## src/rtl/alu_op_decode_stage_if.sv

```systemverilog
// Upstream/downstream handshake and data bundle for the ALU decode stage.
// master = the surrounding pipeline, slave = alu_op_decode_stage.
interface alu_op_decode_stage_if #(
    parameter int DATA_WIDTH = 32,
    parameter int SEL_WIDTH  = 4
);
    logic                  i_flush;
    logic                  i_valid;
    logic                  o_ready;
    logic [31:0]           i_instr;
    logic [DATA_WIDTH-1:0] i_pc;
    logic [DATA_WIDTH-1:0] i_rs1_data;
    logic [DATA_WIDTH-1:0] i_rs2_data;
    logic                  o_valid;
    logic                  i_ready;
    logic [DATA_WIDTH-1:0] o_src_a;
    logic [DATA_WIDTH-1:0] o_src_b;
    logic [SEL_WIDTH-1:0]  o_alu_sel;
    logic [4:0]            o_rd;
    logic                  o_reg_write;
    logic                  o_illegal;

    modport master (
        output i_flush, i_valid, i_instr, i_pc, i_rs1_data, i_rs2_data, i_ready,
        input  o_ready, o_valid, o_src_a, o_src_b, o_alu_sel, o_rd, o_reg_write, o_illegal
    );

    modport slave (
        input  i_flush, i_valid, i_instr, i_pc, i_rs1_data, i_rs2_data, i_ready,
        output o_ready, o_valid, o_src_a, o_src_b, o_alu_sel, o_rd, o_reg_write, o_illegal
    );
endinterface

```

## src/rtl/alu_op_decode_stage.sv

```systemverilog
// ID->EX stage: decodes RV32I OP/OP-IMM/LUI/AUIPC into ALU operands and select, behind a 2-entry skid buffer.
// Optional macro ALU_DECODE_RD0_SUPPRESS_EN: clear o_reg_write whenever rd == x0.
module alu_op_decode_stage #(
    parameter int DATA_WIDTH = 32,
    parameter int SEL_WIDTH  = 4
) (
    input logic                  i_clk,
    input logic                  i_rst_n,
    alu_op_decode_stage_if.slave bus
);
    typedef enum logic [SEL_WIDTH-1:0] {
        ALU_ADD  = 4'b0000,
        ALU_SUB  = 4'b0001,
        ALU_SLL  = 4'b0010,
        ALU_SLTU = 4'b0011,
        ALU_SLT  = 4'b0100,
        ALU_XOR  = 4'b0101,
        ALU_SRL  = 4'b0110,
        ALU_SRA  = 4'b0111,
        ALU_OR   = 4'b1000,
        ALU_AND  = 4'b1001
    } alu_sel_e;

    typedef struct packed {
        logic [DATA_WIDTH-1:0] src_a;
        logic [DATA_WIDTH-1:0] src_b;
        alu_sel_e              sel;
        logic [4:0]            rd;
        logic                  reg_write;
        logic                  illegal;
    } bundle_t;

    localparam logic [6:0] OPC_OP     = 7'b0110011;
    localparam logic [6:0] OPC_OP_IMM = 7'b0010011;
    localparam logic [6:0] OPC_LUI    = 7'b0110111;
    localparam logic [6:0] OPC_AUIPC  = 7'b0010111;
    localparam logic [6:0] F7_ZERO    = 7'b0000000;
    localparam logic [6:0] F7_ALT     = 7'b0100000;

    logic [6:0]            opcode;
    logic [2:0]            funct3;
    logic [6:0]            funct7;
    logic [DATA_WIDTH-1:0] imm_i;
    logic [DATA_WIDTH-1:0] imm_u;
    logic [DATA_WIDTH-1:0] shamt;
    bundle_t               dec;

    assign opcode = bus.i_instr[6:0];
    assign funct3 = bus.i_instr[14:12];
    assign funct7 = bus.i_instr[31:25];
    assign imm_i  = {{20{bus.i_instr[31]}}, bus.i_instr[31:20]};
    assign imm_u  = {bus.i_instr[31:12], 12'b0};
    assign shamt  = {27'b0, bus.i_instr[24:20]};

    // NOTE: every field gets a default before the case tree so no path can infer a latch.
    always_comb begin
        dec           = '0;
        dec.src_a     = bus.i_rs1_data;
        dec.src_b     = bus.i_rs2_data;
        dec.sel       = ALU_ADD;
        dec.rd        = bus.i_instr[11:7];
        dec.illegal   = 1'b0;
        dec.reg_write = 1'b0;

        unique case (opcode)
            OPC_OP: begin
                if (funct7 == F7_ZERO) begin
                    unique case (funct3)
                        3'b000: dec.sel = ALU_ADD;
                        3'b001: dec.sel = ALU_SLL;
                        3'b010: dec.sel = ALU_SLT;
                        3'b011: dec.sel = ALU_SLTU;
                        3'b100: dec.sel = ALU_XOR;
                        3'b101: dec.sel = ALU_SRL;
                        3'b110: dec.sel = ALU_OR;
                        3'b111: dec.sel = ALU_AND;
                    endcase
                end else if (funct7 == F7_ALT && funct3 == 3'b000) begin
                    dec.sel = ALU_SUB;
                end else if (funct7 == F7_ALT && funct3 == 3'b101) begin
                    dec.sel = ALU_SRA;
                end else begin
                    dec.illegal = 1'b1;
                end
            end
            OPC_OP_IMM: begin
                dec.src_b = imm_i;
                unique case (funct3)
                    3'b000: dec.sel = ALU_ADD;
                    3'b010: dec.sel = ALU_SLT;
                    3'b011: dec.sel = ALU_SLTU;  // immediate already sign-extended; ALU compares unsigned
                    3'b100: dec.sel = ALU_XOR;
                    3'b110: dec.sel = ALU_OR;
                    3'b111: dec.sel = ALU_AND;
                    3'b001: begin
                        dec.src_b   = shamt;
                        dec.sel     = ALU_SLL;
                        dec.illegal = (funct7 != F7_ZERO);
                    end
                    3'b101: begin
                        dec.src_b   = shamt;
                        dec.sel     = (funct7 == F7_ALT) ? ALU_SRA : ALU_SRL;
                        dec.illegal = (funct7 != F7_ZERO) && (funct7 != F7_ALT);
                    end
                endcase
            end
            OPC_LUI: begin
                dec.src_a = '0;
                dec.src_b = imm_u;
            end
            OPC_AUIPC: begin
                dec.src_a = bus.i_pc;
                dec.src_b = imm_u;
            end
            default: dec.illegal = 1'b1;
        endcase

        // Illegal bundles still travel downstream, but as a harmless ADD of rs1/rs2 with no writeback.
        if (dec.illegal) begin
            dec.src_a = bus.i_rs1_data;
            dec.src_b = bus.i_rs2_data;
            dec.sel   = ALU_ADD;
        end
`ifdef ALU_DECODE_RD0_SUPPRESS_EN
        dec.reg_write = !dec.illegal && (dec.rd != 5'd0);
`else
        dec.reg_write = !dec.illegal;
`endif
    end

    logic    out_valid;
    logic    skid_valid;
    bundle_t out_q;
    bundle_t skid_q;
    logic    accept;
    logic    out_free;

    assign accept   = bus.i_valid && !skid_valid;
    assign out_free = !out_valid || bus.i_ready;

    // NOTE: state uses non-blocking assignments so every register samples pre-edge values.
    // NOTE: both bundle registers are reset too, so data outputs read 0 straight out of reset.
    always_ff @(posedge i_clk or negedge i_rst_n) begin
        if (!i_rst_n) begin
            out_valid  <= 1'b0;
            skid_valid <= 1'b0;
            out_q      <= '0;
            skid_q     <= '0;
        end else if (bus.i_flush) begin
            out_valid  <= 1'b0;
            skid_valid <= 1'b0;
        end else if (out_free) begin
            // skid holds the older bundle, so it drains ahead of any new input
            if (skid_valid) begin
                out_q      <= skid_q;
                out_valid  <= 1'b1;
                skid_valid <= 1'b0;
            end else if (accept) begin
                out_q     <= dec;
                out_valid <= 1'b1;
            end else begin
                out_valid <= 1'b0;
            end
        end else if (accept) begin
            skid_q     <= dec;
            skid_valid <= 1'b1;
        end
    end

    assign bus.o_ready     = !skid_valid;
    assign bus.o_valid     = out_valid;
    assign bus.o_src_a     = out_q.src_a;
    assign bus.o_src_b     = out_q.src_b;
    assign bus.o_alu_sel   = out_q.sel;
    assign bus.o_rd        = out_q.rd;
    assign bus.o_reg_write = out_q.reg_write;
    assign bus.o_illegal   = out_q.illegal;
endmodule

```

## src/flat_wrapper.sv

```systemverilog
// flat-port wrapper written by rule: the top's interface ports become plain ports
module alu_op_decode_stage_flat 
#(
    parameter int DATA_WIDTH = 32,
    parameter int SEL_WIDTH  = 4
)
  (i_clk, i_rst_n, bus_i_flush, bus_i_valid, bus_i_instr, bus_i_pc, bus_i_rs1_data, bus_i_rs2_data, bus_i_ready, bus_o_ready, bus_o_valid, bus_o_src_a, bus_o_src_b, bus_o_alu_sel, bus_o_rd, bus_o_reg_write, bus_o_illegal);
  alu_op_decode_stage_if #(.DATA_WIDTH(DATA_WIDTH), .SEL_WIDTH(SEL_WIDTH)) bus_i ();
  input logic i_clk;
  input logic i_rst_n;
  input wire logic [$bits(bus_i.i_flush)-1:0] bus_i_flush;
  input wire logic [$bits(bus_i.i_valid)-1:0] bus_i_valid;
  input wire logic [$bits(bus_i.i_instr)-1:0] bus_i_instr;
  input wire logic [$bits(bus_i.i_pc)-1:0] bus_i_pc;
  input wire logic [$bits(bus_i.i_rs1_data)-1:0] bus_i_rs1_data;
  input wire logic [$bits(bus_i.i_rs2_data)-1:0] bus_i_rs2_data;
  input wire logic [$bits(bus_i.i_ready)-1:0] bus_i_ready;
  output wire logic [$bits(bus_i.o_ready)-1:0] bus_o_ready;
  output wire logic [$bits(bus_i.o_valid)-1:0] bus_o_valid;
  output wire logic [$bits(bus_i.o_src_a)-1:0] bus_o_src_a;
  output wire logic [$bits(bus_i.o_src_b)-1:0] bus_o_src_b;
  output wire logic [$bits(bus_i.o_alu_sel)-1:0] bus_o_alu_sel;
  output wire logic [$bits(bus_i.o_rd)-1:0] bus_o_rd;
  output wire logic [$bits(bus_i.o_reg_write)-1:0] bus_o_reg_write;
  output wire logic [$bits(bus_i.o_illegal)-1:0] bus_o_illegal;
  assign bus_i.i_flush = bus_i_flush;
  assign bus_i.i_valid = bus_i_valid;
  assign bus_i.i_instr = bus_i_instr;
  assign bus_i.i_pc = bus_i_pc;
  assign bus_i.i_rs1_data = bus_i_rs1_data;
  assign bus_i.i_rs2_data = bus_i_rs2_data;
  assign bus_i.i_ready = bus_i_ready;
  assign bus_o_ready = bus_i.o_ready;
  assign bus_o_valid = bus_i.o_valid;
  assign bus_o_src_a = bus_i.o_src_a;
  assign bus_o_src_b = bus_i.o_src_b;
  assign bus_o_alu_sel = bus_i.o_alu_sel;
  assign bus_o_rd = bus_i.o_rd;
  assign bus_o_reg_write = bus_i.o_reg_write;
  assign bus_o_illegal = bus_i.o_illegal;
  alu_op_decode_stage #(.DATA_WIDTH(DATA_WIDTH), .SEL_WIDTH(SEL_WIDTH)) u_core (.i_clk(i_clk), .i_rst_n(i_rst_n), .bus(bus_i));
endmodule
```

## config.mk

```make
export PLATFORM = sky130hd
export DESIGN_NAME = alu_op_decode_stage_flat
export DESIGN_NICKNAME = d
export VERILOG_FILES = /design/src/rtl/alu_op_decode_stage_if.sv /design/src/rtl/alu_op_decode_stage.sv /design/src/flat_wrapper.sv
export SDC_FILE = /design/constraint.sdc
export NUM_CORES = 1
export LEC_CHECK = 0
export ABC_AREA = 1
export ABC_CLOCK_PERIOD_IN_PS = 3700
export CAP_MARGIN = 15
export CORE_ASPECT_RATIO = 1.75
export CORE_MARGIN = 5
export CORE_UTILIZATION = 54
export CTS_CLUSTER_SIZE = 12
export DETAILED_ROUTE_END_ITERATION = 8
export GPL_ROUTABILITY_DRIVEN = 0
export GPL_TIMING_DRIVEN = 1
export PLACE_DENSITY = 0.85
export SYNTH_ARGS = -nofsm -noshare
export SYNTH_HDL_FRONTEND = slang
export SYNTH_SLANG_ARGS = --single-unit
```

## constraint.sdc

```tcl
create_clock -name i_clk -period 3.7 [get_ports i_clk]
set_clock_uncertainty 0.2 [all_clocks]
set_input_delay 0.37 -clock i_clk [delete_from_list [all_inputs] [get_ports i_clk]]
set_output_delay 0.37 -clock i_clk [all_outputs]
set_load 0.05 [all_outputs]
```

==> flow_summary.toml <==
[worst_setup_path]
endpoint_kind = "flip-flop"
r2r_cells = 7
arrival_ns = 2.95
startpoint_type = "input port"
required_ns = 3.81
criticalPathCategory = "input port to flip-flop"
crit_fanout = 34
reg2reg_slack_ns = 1.47
reg2reg_from = "u_core.skid_valid"
timing.rr.end = "u_core.bus.o_src_a[8]"

[sta]
hold_viol = 0
maxSlewHeadroom_pct = 39.9
tns_ns = 0
rsz0062_at_grt = "no"
setup_viol = 0
slew_violations = 0
finalCriticalPeriod_ns = 2.84
fin_crit_sh_pct = 76.9
fmax_mhz = 352
tightest_slew_ns = 0.902

[drt]
routed_wirelength_um = 24700
drtIter0Drc = 537
avgRoutedWirePerCell_um = 16.5
drcViolationCount = 0
vias = 8443
drt-pass1-iter-count = 5
avgViaCountPerCell = 5.64
postRouteAntennaNets = 0

[synthesis]
seq_area_frac_synth_pct = 45.8
syn_area_per_cell_um2 = 7.32
synth.net_count = 1272
mappedNetlistArea_um2 = 8300
synth_warnings = 0
async_flop_share_pct = 100
syn_inst = 1135
ys.flop_type = "dfrtp_1"
synth-edff-count = 0
ys_types = 30
synth_seq_cells = 152

[power]
ir_drop_mv = 0.310
powerDensity_nw_per_um2 = 501
p_leak_uw = 0.00535
p_total_uw = 5530

[layout]
n_antenna_cell = 0
seqCellArea_um2 = 3810
drive_above_1_share_pct = 6.17
utilization_pct = 72.4
num-fill-cells = 1224
final_nets = 1436
multi_input_area_um2 = 3830
area_delta_synth_final_pct = 33.0

[cts]
cts_buffers = 17
cts_hold_buffers = 1
h-tree-depth = 4
clkLatencyLatePin_ns = 0.42
cts_repair_resize_count = 0
cts_sinks = 152
clock_path_buffers = 2
cts_setup_buffers = 0
root_buffer = "clkbuf_16"
cts_tree = "built"
clkTransAtPathRegs_ns = 0.06

[die]
fp.dieArea_um2 = 18100
ioPinCount = 210
die_x_um = 104
core_um2 = 15200
die_h_um = 174
start_util_pct = 54.5
num_rows = 60

[global_route]
grt_pass1_vias = 8366
grt_max_degree = 96
grt_overflow = 0
grt_pass1_wl_um = 40900
grt_usage_pct = 27.1
antenna_found_initial = 0

[placement]
portBuffers = 209
dpl.hpwl_um = 16500

[flow_run]
maxCapViolCount = 0

[outcome]
status = "finished clean"

[min_path]
min_path_type = "flip-flop to flip-flop"
worstHoldStart = "u_core.bus.o_src_a[7]"
hold_depth = 2
worstHoldEndpoint = "u_core.bus.o_src_a[7]"
-- layout by cell type, fill, tap and decap left out, types with 12 or more instances in the layout --
master,Yosys,layout
clkbuf_16,0,17
a32o_1,16,16
o21ai_0,74,74
buf_4,4,15
nor2_1,45,45
o21ai_1,34,34
nand2_2,12,12
dfrtp_1,152,151
a21oi_1,84,84
a31oi_1,16,16
clkdlybuf4s50_1,0,208
nand3_1,105,104
inv_1,80,80
nand4_1,33,33
nand2_1,376,375
-- worst max-delay path: stages --
cell and delay [ns]:
clkdlybuf4s50_1 0.51, inv_1 0.15, ha_1 0.44, inv_1 0.11
nor2_1 0.20, nand3_4 0.22, nand3_4 0.47, inv_2 0.14
nand2_1 0.12, nand2_1 0.07, nand2_1 0.10, nand2_1 0.05
-- per-stage QoR --
stage | hold WS [ns] | area (µm²) | worst slack, ns | std cells
after floorplan | -0.126 | 8300 | 1.72 | 1135
after global placement | 0.262 | 10400 | 0.586 | 1465
after detailed placement | 0.264 | 10400 | 0.545 | 1465
after CTS | 0.282 | 11000 | 0.886 | 1498
after global routing | 0.292 | 11000 | 0.678 | 1498
final | 0.278 | 11000 | 0.856 | 1498
-- sequential cells by signal (all words and copies together) (netlist names) --
register	cells
u_core.bus.o_illegal	1
u_core.bus.o_rd	5
u_core.skid_q	75
u_core.bus.o_valid	1
u_core.bus.o_reg_write	1
u_core.bus.o_src_b	32
u_core.bus.o_src_a	32
u_core.skid_valid	1
u_core.bus.o_alu_sel	4
-- power by group --
part	internal, µW	switching [µW]	leakage, µW
logic	597	1020	0.00321
registers	2020	155	0.00186
clock network	982	749	0.000288
total	3600	1920	0.00535
-- synthesized netlist by cell type, types with 29 or more instances --
library cell	instances	area, µm²
a21oi_1	84	420
inv_1	80	300
nand4_1	33	206
o21ai_1	34	170
nand3_1	105	526
clkbuf_1	40	150
nor2_1	45	169
dfrtp_1	152	3800
buf_2	29	145
nand2_1	376	1410
o21ai_0	74	370
-- how the worst max path moves through the flow --
stage / endpoint / slack [ns] / from
after floorplan: u_core.skid_q[46] / 1.72 / u_core.bus.o_valid
after global placement: u_core.bus.o_alu_sel[1] / 0.59 / bus_i_instr[13]
after detailed placement: u_core.bus.o_alu_sel[0] / 0.54 / bus_i_instr[13]
after CTS: u_core.bus.o_alu_sel[1] / 0.89 / bus_i_instr[13]
after global routing: u_core.bus.o_alu_sel[1] / 0.68 / bus_i_instr[13]
final: u_core.bus.o_alu_sel[1] / 0.86 / bus_i_instr[13]
-- cell families after synthesis --
logic type	share of synthesized area (%)
adders and majority gates	0.603
DFF	45.8
and+or+nand+nor	30.1
AOI/OAI and AO/OA	15.2
buffers and inverters	8.35
-- layer usage --
layer / GRT usage (%) / vias to the layer above / part of all wire (%)
met5: 0 / - / 0
met4: 13.1 / 0 / 3.8
met3: 4.76 / 75 / 6.3
met2: 46.0 / 360 / 51
met1: 33.3 / 3944 / 39
li1: - / 4064 / -
-- cell type report --
cell class                      count  share of cell area, %
Sequential cell                   152                   34.5
Multi-Input combinational cell    814                   34.7
Clock buffer                       19                   4.10
Inverter                           87                   2.96
Clock inverter                     13                   1.20
Timing Repair Buffer              227                   20.4
Tap cell                          186                   2.11
Power figures use the tool's default switching activity.
